==> config.mk <==
export PLATFORM = sky130hd
export DESIGN_NAME = pipe_hazard_ctl
export DESIGN_NICKNAME = d
export VERILOG_FILES = /design/src/rtl/archel_pkg.sv /design/src/rtl/fwd_unit.sv /design/src/rtl/pipe_hazard_ctl.sv
export SDC_FILE = /design/constraint.sdc
export NUM_CORES = 1
export LEC_CHECK = 0
export CELL_PAD_IN_SITES_DETAIL_PLACEMENT = 1
export CELL_PAD_IN_SITES_GLOBAL_PLACEMENT = 1
export CORE_MARGIN = 2
export CORE_UTILIZATION = 26
export CTS_CLUSTER_DIAMETER = 60
export DETAILED_ROUTE_END_ITERATION = 10
export GPL_TIMING_DRIVEN = 0
export PLACE_DENSITY = 0.95
export SYNTH_ARGS = -nofsm -noshare
export SYNTH_HDL_FRONTEND = slang
export SYNTH_SLANG_ARGS = --single-unit
==> constraint.sdc <==
create_clock -name CLK -period 3.4 [get_ports CLK]
set_input_delay 0.34 -clock CLK [delete_from_list [all_inputs] [get_ports CLK]]
set_output_delay 0.34 -clock CLK [all_outputs]
set_load 0.005 [all_outputs]
==> src/rtl/archel_pkg.sv <==
// Shared encodings for the archel pipeline controller: FSM states and
// EX operand forwarding selects.
package archel_pkg;

   typedef enum logic [1:0] {
      ST_HALT = 2'd0,
      ST_RUN  = 2'd1,
      ST_STEP = 2'd2
   } state_e;

   localparam logic [1:0] FWD_RAW = 2'd0;
   localparam logic [1:0] FWD_WB  = 2'd1;
   localparam logic [1:0] FWD_MEM = 2'd2;

endpackage

==> src/rtl/fwd_unit.sv <==
// EX operand forwarding for one source register: picks MEM, then WB, then the
// raw IDEX value, and muxes the data accordingly.
module fwd_unit
   import archel_pkg::*;
#(
   parameter int unsigned DATA_W  = 16,
   parameter int unsigned RA_W    = 3,
   parameter bit          R0_ZERO = 1'b1
) (
   input  logic [RA_W-1:0]   src_i,
   input  logic [RA_W-1:0]   mem_rd_i,
   input  logic              mem_regwrite_i,
   input  logic              mem_memread_i,
   input  logic [DATA_W-1:0] mem_data_i,
   input  logic [RA_W-1:0]   wb_rd_i,
   input  logic              wb_regwrite_i,
   input  logic [DATA_W-1:0] wb_data_i,
   input  logic [DATA_W-1:0] raw_i,
   output logic [1:0]        sel_o,
   output logic [DATA_W-1:0] data_o
);

   logic src_ok;
   logic mem_hit;
   logic wb_hit;

   // A load in MEM has no data yet, so only ALU results forward from there.
   assign src_ok  = !(R0_ZERO && (src_i == '0));
   assign mem_hit = src_ok && mem_regwrite_i && !mem_memread_i && (mem_rd_i == src_i);
   assign wb_hit  = src_ok && wb_regwrite_i && (wb_rd_i == src_i);

   always_comb begin
      sel_o  = FWD_RAW;
      data_o = raw_i;
      if (mem_hit) begin
         sel_o  = FWD_MEM;
         data_o = mem_data_i;
      end else if (wb_hit) begin
         sel_o  = FWD_WB;
         data_o = wb_data_i;
      end
   end

endmodule

==> src/rtl/pipe_hazard_ctl.sv <==
// Central controller for the archel 5-stage pipeline: run/halt/step FSM,
// load-use stall, forwarding, WB->ID bypass, valid bits and retire counting.
// Define PIPE_PERF_CNT_EN to build the stall/halt performance counters.
module pipe_hazard_ctl
   import archel_pkg::*;
#(
   parameter int unsigned DATA_W  = 16,
   parameter int unsigned RA_W    = 3,
   parameter int unsigned CNT_W   = 32,
   parameter bit          R0_ZERO = 1'b1
) (
   input  logic              CLK,
   input  logic              RST,
   input  logic              pause,
   input  logic              step,
   input  logic [RA_W-1:0]   id_rs,
   input  logic [RA_W-1:0]   id_rt,
   input  logic              id_uses_rt,
   input  logic [DATA_W-1:0] id_rd1_raw,
   input  logic [DATA_W-1:0] id_rd2_raw,
   input  logic [RA_W-1:0]   ex_rs,
   input  logic [RA_W-1:0]   ex_rt,
   input  logic [RA_W-1:0]   ex_rd,
   input  logic              ex_memread,
   input  logic              ex_regwrite,
   input  logic [RA_W-1:0]   mem_rd,
   input  logic              mem_regwrite,
   input  logic              mem_memread,
   input  logic [DATA_W-1:0] mem_fwd_data,
   input  logic [RA_W-1:0]   wb_rd,
   input  logic              wb_regwrite,
   input  logic [DATA_W-1:0] wb_fwd_data,
   input  logic [DATA_W-1:0] ex_opa_raw,
   input  logic [DATA_W-1:0] ex_opb_raw,
   output logic              adv,
   output logic              pc_we,
   output logic              ifid_we,
   output logic              idex_bubble,
   output logic [DATA_W-1:0] id_rd1,
   output logic [DATA_W-1:0] id_rd2,
   output logic [DATA_W-1:0] ex_opa,
   output logic [DATA_W-1:0] ex_opb,
   output logic [1:0]        fwd_a_sel,
   output logic [1:0]        fwd_b_sel,
   output logic [1:0]        state,
   output logic [CNT_W-1:0]  retire_cnt,
   output logic [CNT_W-1:0]  stall_cnt,
   output logic [CNT_W-1:0]  halt_cnt
);

   state_e           state_q, state_d;
   logic             v_ifid_q, v_ifid_d;
   logic             v_idex_q, v_idex_d;
   logic             v_exmem_q, v_exmem_d;
   logic             v_memwb_q, v_memwb_d;
   logic [CNT_W-1:0] retire_cnt_q, retire_cnt_d;
   logic             hz;
   logic             rs_hit, rt_hit;
   logic             wb_id_rs_hit, wb_id_rt_hit;

   // FSM state register
   always_ff @(posedge CLK or posedge RST) begin
      if (RST) state_q <= ST_HALT;
      else     state_q <= state_d;
   end

   // FSM next state; step only matters while halted
   always_comb begin
      state_d = state_q;
      unique case (state_q)
         ST_HALT: begin
            if (!pause)     state_d = ST_RUN;
            else if (step)  state_d = ST_STEP;
         end
         ST_RUN:  if (pause) state_d = ST_HALT;
         ST_STEP: state_d = pause ? ST_HALT : ST_RUN;
         default: state_d = ST_HALT;
      endcase
   end

   // FSM outputs: advance enables and stall/bubble
   always_comb begin
      adv         = 1'b0;
      pc_we       = 1'b0;
      ifid_we     = 1'b0;
      idex_bubble = 1'b0;
      if ((state_q == ST_RUN) || (state_q == ST_STEP)) begin
         adv         = 1'b1;
         pc_we       = ~hz;
         ifid_we     = ~hz;
         idex_bubble = hz;
      end
   end

   assign state = state_q;

   // Load-use hazard against the insn in ID
   assign rs_hit = (ex_rd == id_rs) && !(R0_ZERO && (id_rs == '0));
   assign rt_hit = id_uses_rt && (ex_rd == id_rt) && !(R0_ZERO && (id_rt == '0));
   assign hz     = ex_memread && ex_regwrite && (rs_hit || rt_hit);

   // Same-cycle WB write seen by the ID register read
   assign wb_id_rs_hit = wb_regwrite && (wb_rd == id_rs) && !(R0_ZERO && (id_rs == '0));
   assign wb_id_rt_hit = wb_regwrite && (wb_rd == id_rt) && !(R0_ZERO && (id_rt == '0));
   assign id_rd1       = wb_id_rs_hit ? wb_fwd_data : id_rd1_raw;
   assign id_rd2       = wb_id_rt_hit ? wb_fwd_data : id_rd2_raw;

   fwd_unit #(.DATA_W(DATA_W), .RA_W(RA_W), .R0_ZERO(R0_ZERO)) u_fwd_a (
      .src_i          (ex_rs),
      .mem_rd_i       (mem_rd),
      .mem_regwrite_i (mem_regwrite),
      .mem_memread_i  (mem_memread),
      .mem_data_i     (mem_fwd_data),
      .wb_rd_i        (wb_rd),
      .wb_regwrite_i  (wb_regwrite),
      .wb_data_i      (wb_fwd_data),
      .raw_i          (ex_opa_raw),
      .sel_o          (fwd_a_sel),
      .data_o         (ex_opa)
   );

   fwd_unit #(.DATA_W(DATA_W), .RA_W(RA_W), .R0_ZERO(R0_ZERO)) u_fwd_b (
      .src_i          (ex_rt),
      .mem_rd_i       (mem_rd),
      .mem_regwrite_i (mem_regwrite),
      .mem_memread_i  (mem_memread),
      .mem_data_i     (mem_fwd_data),
      .wb_rd_i        (wb_rd),
      .wb_regwrite_i  (wb_regwrite),
      .wb_data_i      (wb_fwd_data),
      .raw_i          (ex_opb_raw),
      .sel_o          (fwd_b_sel),
      .data_o         (ex_opb)
   );

   // Valid bits and retire count move only on advance; a hazard holds IFID and empties IDEX
   always_comb begin
      v_ifid_d     = v_ifid_q;
      v_idex_d     = v_idex_q;
      v_exmem_d    = v_exmem_q;
      v_memwb_d    = v_memwb_q;
      retire_cnt_d = retire_cnt_q;
      if (adv) begin
         v_ifid_d  = hz ? v_ifid_q : 1'b1;
         v_idex_d  = hz ? 1'b0 : v_ifid_q;
         v_exmem_d = v_idex_q;
         v_memwb_d = v_exmem_q;
         if (v_memwb_q) retire_cnt_d = retire_cnt_q + CNT_W'(1);
      end
   end

   always_ff @(posedge CLK or posedge RST) begin
      if (RST) begin
         v_ifid_q     <= 1'b0;
         v_idex_q     <= 1'b0;
         v_exmem_q    <= 1'b0;
         v_memwb_q    <= 1'b0;
         retire_cnt_q <= '0;
      end else begin
         v_ifid_q     <= v_ifid_d;
         v_idex_q     <= v_idex_d;
         v_exmem_q    <= v_exmem_d;
         v_memwb_q    <= v_memwb_d;
         retire_cnt_q <= retire_cnt_d;
      end
   end

   assign retire_cnt = retire_cnt_q;

`ifdef PIPE_PERF_CNT_EN
   logic [CNT_W-1:0] stall_cnt_q, stall_cnt_d;
   logic [CNT_W-1:0] halt_cnt_q, halt_cnt_d;

   always_comb begin
      stall_cnt_d = stall_cnt_q;
      halt_cnt_d  = halt_cnt_q;
      if (adv && hz)            stall_cnt_d = stall_cnt_q + CNT_W'(1);
      if (state_q == ST_HALT)   halt_cnt_d  = halt_cnt_q + CNT_W'(1);
   end

   always_ff @(posedge CLK or posedge RST) begin
      if (RST) begin
         stall_cnt_q <= '0;
         halt_cnt_q  <= '0;
      end else begin
         stall_cnt_q <= stall_cnt_d;
         halt_cnt_q  <= halt_cnt_d;
      end
   end

   assign stall_cnt = stall_cnt_q;
   assign halt_cnt  = halt_cnt_q;
`else
   assign stall_cnt = '0;
   assign halt_cnt  = '0;
`endif

endmodule

==> flow_summary.toml <==
[placement]
dp_hpwl_mm = 15.27
placed_cells = 1000
gp_congestion = 0.8397
io_buffers = 230

[pwr]
ir_drop_mv = 0.2140
pwr-share-clk = 0.248
power_frac_seq = 0.277
p_leak_nw = 3.092
intPower_mw = 1.450
pwr-share-comb = 0.474
p_sw_frac = 0.3086
power.switching_mw = 0.6473
powerDensity_nw_per_um2 = 297.1

[yosys]
ys_warn_count = 0
ys_seq_area_frac = 0.2338
synth.cell_area_um2 = 4066
synth_top_area_share = 0.2338
yosysTopAreaCell = "dfrtp_1"
synthTopCellsByArea = "dfrtp_1, buf_4, mux2_2"
syn_inst = 496
avgSynthCellArea_um2 = 8.198
ys_seq_elements = 38
synth_cell_types = 41

[timing]
clock_skew_ps = 2.314
slew_viol_final = 0
holdWs_ps = 494.2
timing.fmax_ghz = 0.3043
period_needed_ps = 3286
tns_ps = 0
period_share = 0.9664
final_hold_viol_count = 0
timing.slew.headroom = 0.3668
setup_violations = 0
worst_slew_pin_slew_ps = 941.9
rsz0062_at_grt = "no"

[finish]
layout.nets = 926
syn2layout_area_growth_pct = 73.60
drive_gt1_frac = 0.1646
fill_cells = 1817
instances_no_fill = 1007
n_antenna_cell = 0
final_common_cell = "clkdlybuf4s50_1"
final_cell_mix = "clkdlybuf4s50_1, buf_4, conb_1"

[die]
start_util = 0.2665
die_height_um = 129.1
io_pins = 297
fp.dieW_um = 129.1
row_count = 45
die_area_um2 = 16660
core_um2 = 15260

[route]
viasPerCell = 4.677
drcViolationCount = 0
routed-via-count = 4710
finalWirelength_mm = 18.58
postRouteAntennaNets = 0
wl_per_cell_um = 18.45
drtIter0Drc = 206
firstDrtPassIters = 4

[clock_network]
post_cts_buffers = 0
cts_max_level = 2
worst_skew_pair.late_latency_ps = 280
cts_resized = 0
clock_sink_count = 38
cts_tree = "done"
clockBufferDepth = 2
cts-root-buf = "clkbuf_16"
postCtsHoldBufs = 0
cts_made_buffers = 5
cts.clk_slew.worst_paths_ps = 50

[global_route]
top_usage_layer = "met2"
use_met2 = 0.4416
grt_overflow_total = 0
antenna_found_initial = 0
met3_usage = 0.06606
grt_pass1_wl_mm = 27.85
grt_pass1_vias = 5079
grt_max_degree = 39
grt_use_met1 = 0.2044
grtUsageTotal = 0.2147

[worst_setup_path]
critPathMaxFanout = 10
critical_path_class = "input pin to output port"
arrival_ps = 2950
cp-start-kind = "input pin"
end_kind = "output port"
crit_required_ps = 3060

[run]
drv_cap = 0

[worst_hold_path]
hp-class = "register to register"

[status]
status = "finished clean"
-- final cells by class --
cell class / instances / area (um^2) / share of cell area
clock inverter: 1 / 30.03 / 0.004254
sequential: 38 / 950.9 / 0.1347
multi-input combinational: 398 / 2604 / 0.3688
inverter: 26 / 97.59 / 0.01382
timing repair buffer: 230 / 2310 / 0.3272
clock buffer: 7 / 132.6 / 0.01879
buffer: 96 / 670.6 / 0.09500
tap: 211 / 264.0 / 0.03740
-- logic make-up after synthesis --
kind of cell / Yosys count / synth area share
multiplexers: 35 / 0.09692
flip-flops: 38 / 0.2338
AO/OA/AOI/OAI: 119 / 0.1846
buffers and inverters: 123 / 0.1895
AND/OR/NAND/NOR: 129 / 0.1806
adder cells (fa/ha/maj): 4 / 0.01231
other: 1 / 0.0009222
XOR/XNOR: 47 / 0.1012
-- stage by stage --
step / instance area, um^2 / setup slack, ps / power, mW / utilization
after floorplan: 4303 / 1282 / 1.011 / -
after global placement: 6869 / 68.14 / 1.525 / 0.4502
after detailed placement: 6869 / 55.73 / 1.569 / 0.4502
after CTS: 7032 / 34.29 / 2.109 / 0.4608
after global routing: 7059 / 18.65 / 2.214 / 0.4626
final: 7059 / 114.2 / 2.097 / 0.4626
-- registers in the layout, indices dropped and copies added (netlist names) --
name / cells
retire_cnt: 32
state: 2
v_exmem_q: 1
v_idex_q: 1
v_ifid_q: 1
v_memwb_q: 1
-- synthesized netlist by cell type (all sizes together) --
master,number
clkbuf,14
nand3,49
and3,6
o211ai,1
nand3b,2
nand2,20
o2111a,1
or2,2
buf,83
nand2b,2
nor3,2
or4b,4
xor2,15
and2,8
inv,26
nor3b,2
nor4,5
o2111ai,2
conb,1
dfrtp,38
o31ai,1
nor2,10
nor2b,3
and4,3
o21ai,5
ha,4
a31oi,33
a211o,3
or3b,1
mux2,35
a21oi,40
xnor2,32
nand4,10
a21o,32
o32ai,1
-- worst max-delay path, cell delays in order --
cell and delay (ps):
clkdlybuf4s50_1 520, or4b_1 560, a211o_1 380, buf_6 190
a21o_1 160, a31oi_2 230, clkdlybuf4s50_1 560
-- metal layers --
| metal | wire length [um] | up-vias |
|---|---|---|
| met2 | 10560 | 193 |
| met1 | 6230 | 2265 |
| met3 | 1427 | 27 |
| li1 | - | 2225 |
| met5 | 0 | - |
| met4 | 358 | 0 |
-- power groups by stage --
stage	clock network, mW	registers, mW	logic, mW
after floorplan	0	0.573	0.438
after global placement	0	0.577	0.948
after detailed placement	0	0.585	0.984
after CTS	0.534	0.581	0.994
after global routing	0.550	0.590	1.07
final	0.521	0.581	0.995
-- worst paths after layout --
kind / start / to / slack (ps) / cells past startpoint
worst max register to register: state[1] / retire_cnt[26] / 640 / 7
worst max-delay path: ex_rt[2] / ex_opb[5] / 110 / 7
min in group asynchronous: RST / retire_cnt[25] / 550 / 2
worst min-delay path: retire_cnt[31] / retire_cnt[31] / 490 / 1
max in group asynchronous: RST / v_ifid_q / 2350 / 2
worst min register to register: retire_cnt[31] / retire_cnt[31] / 490 / 1
No activity file was read; power rests on OpenSTA's default activity.
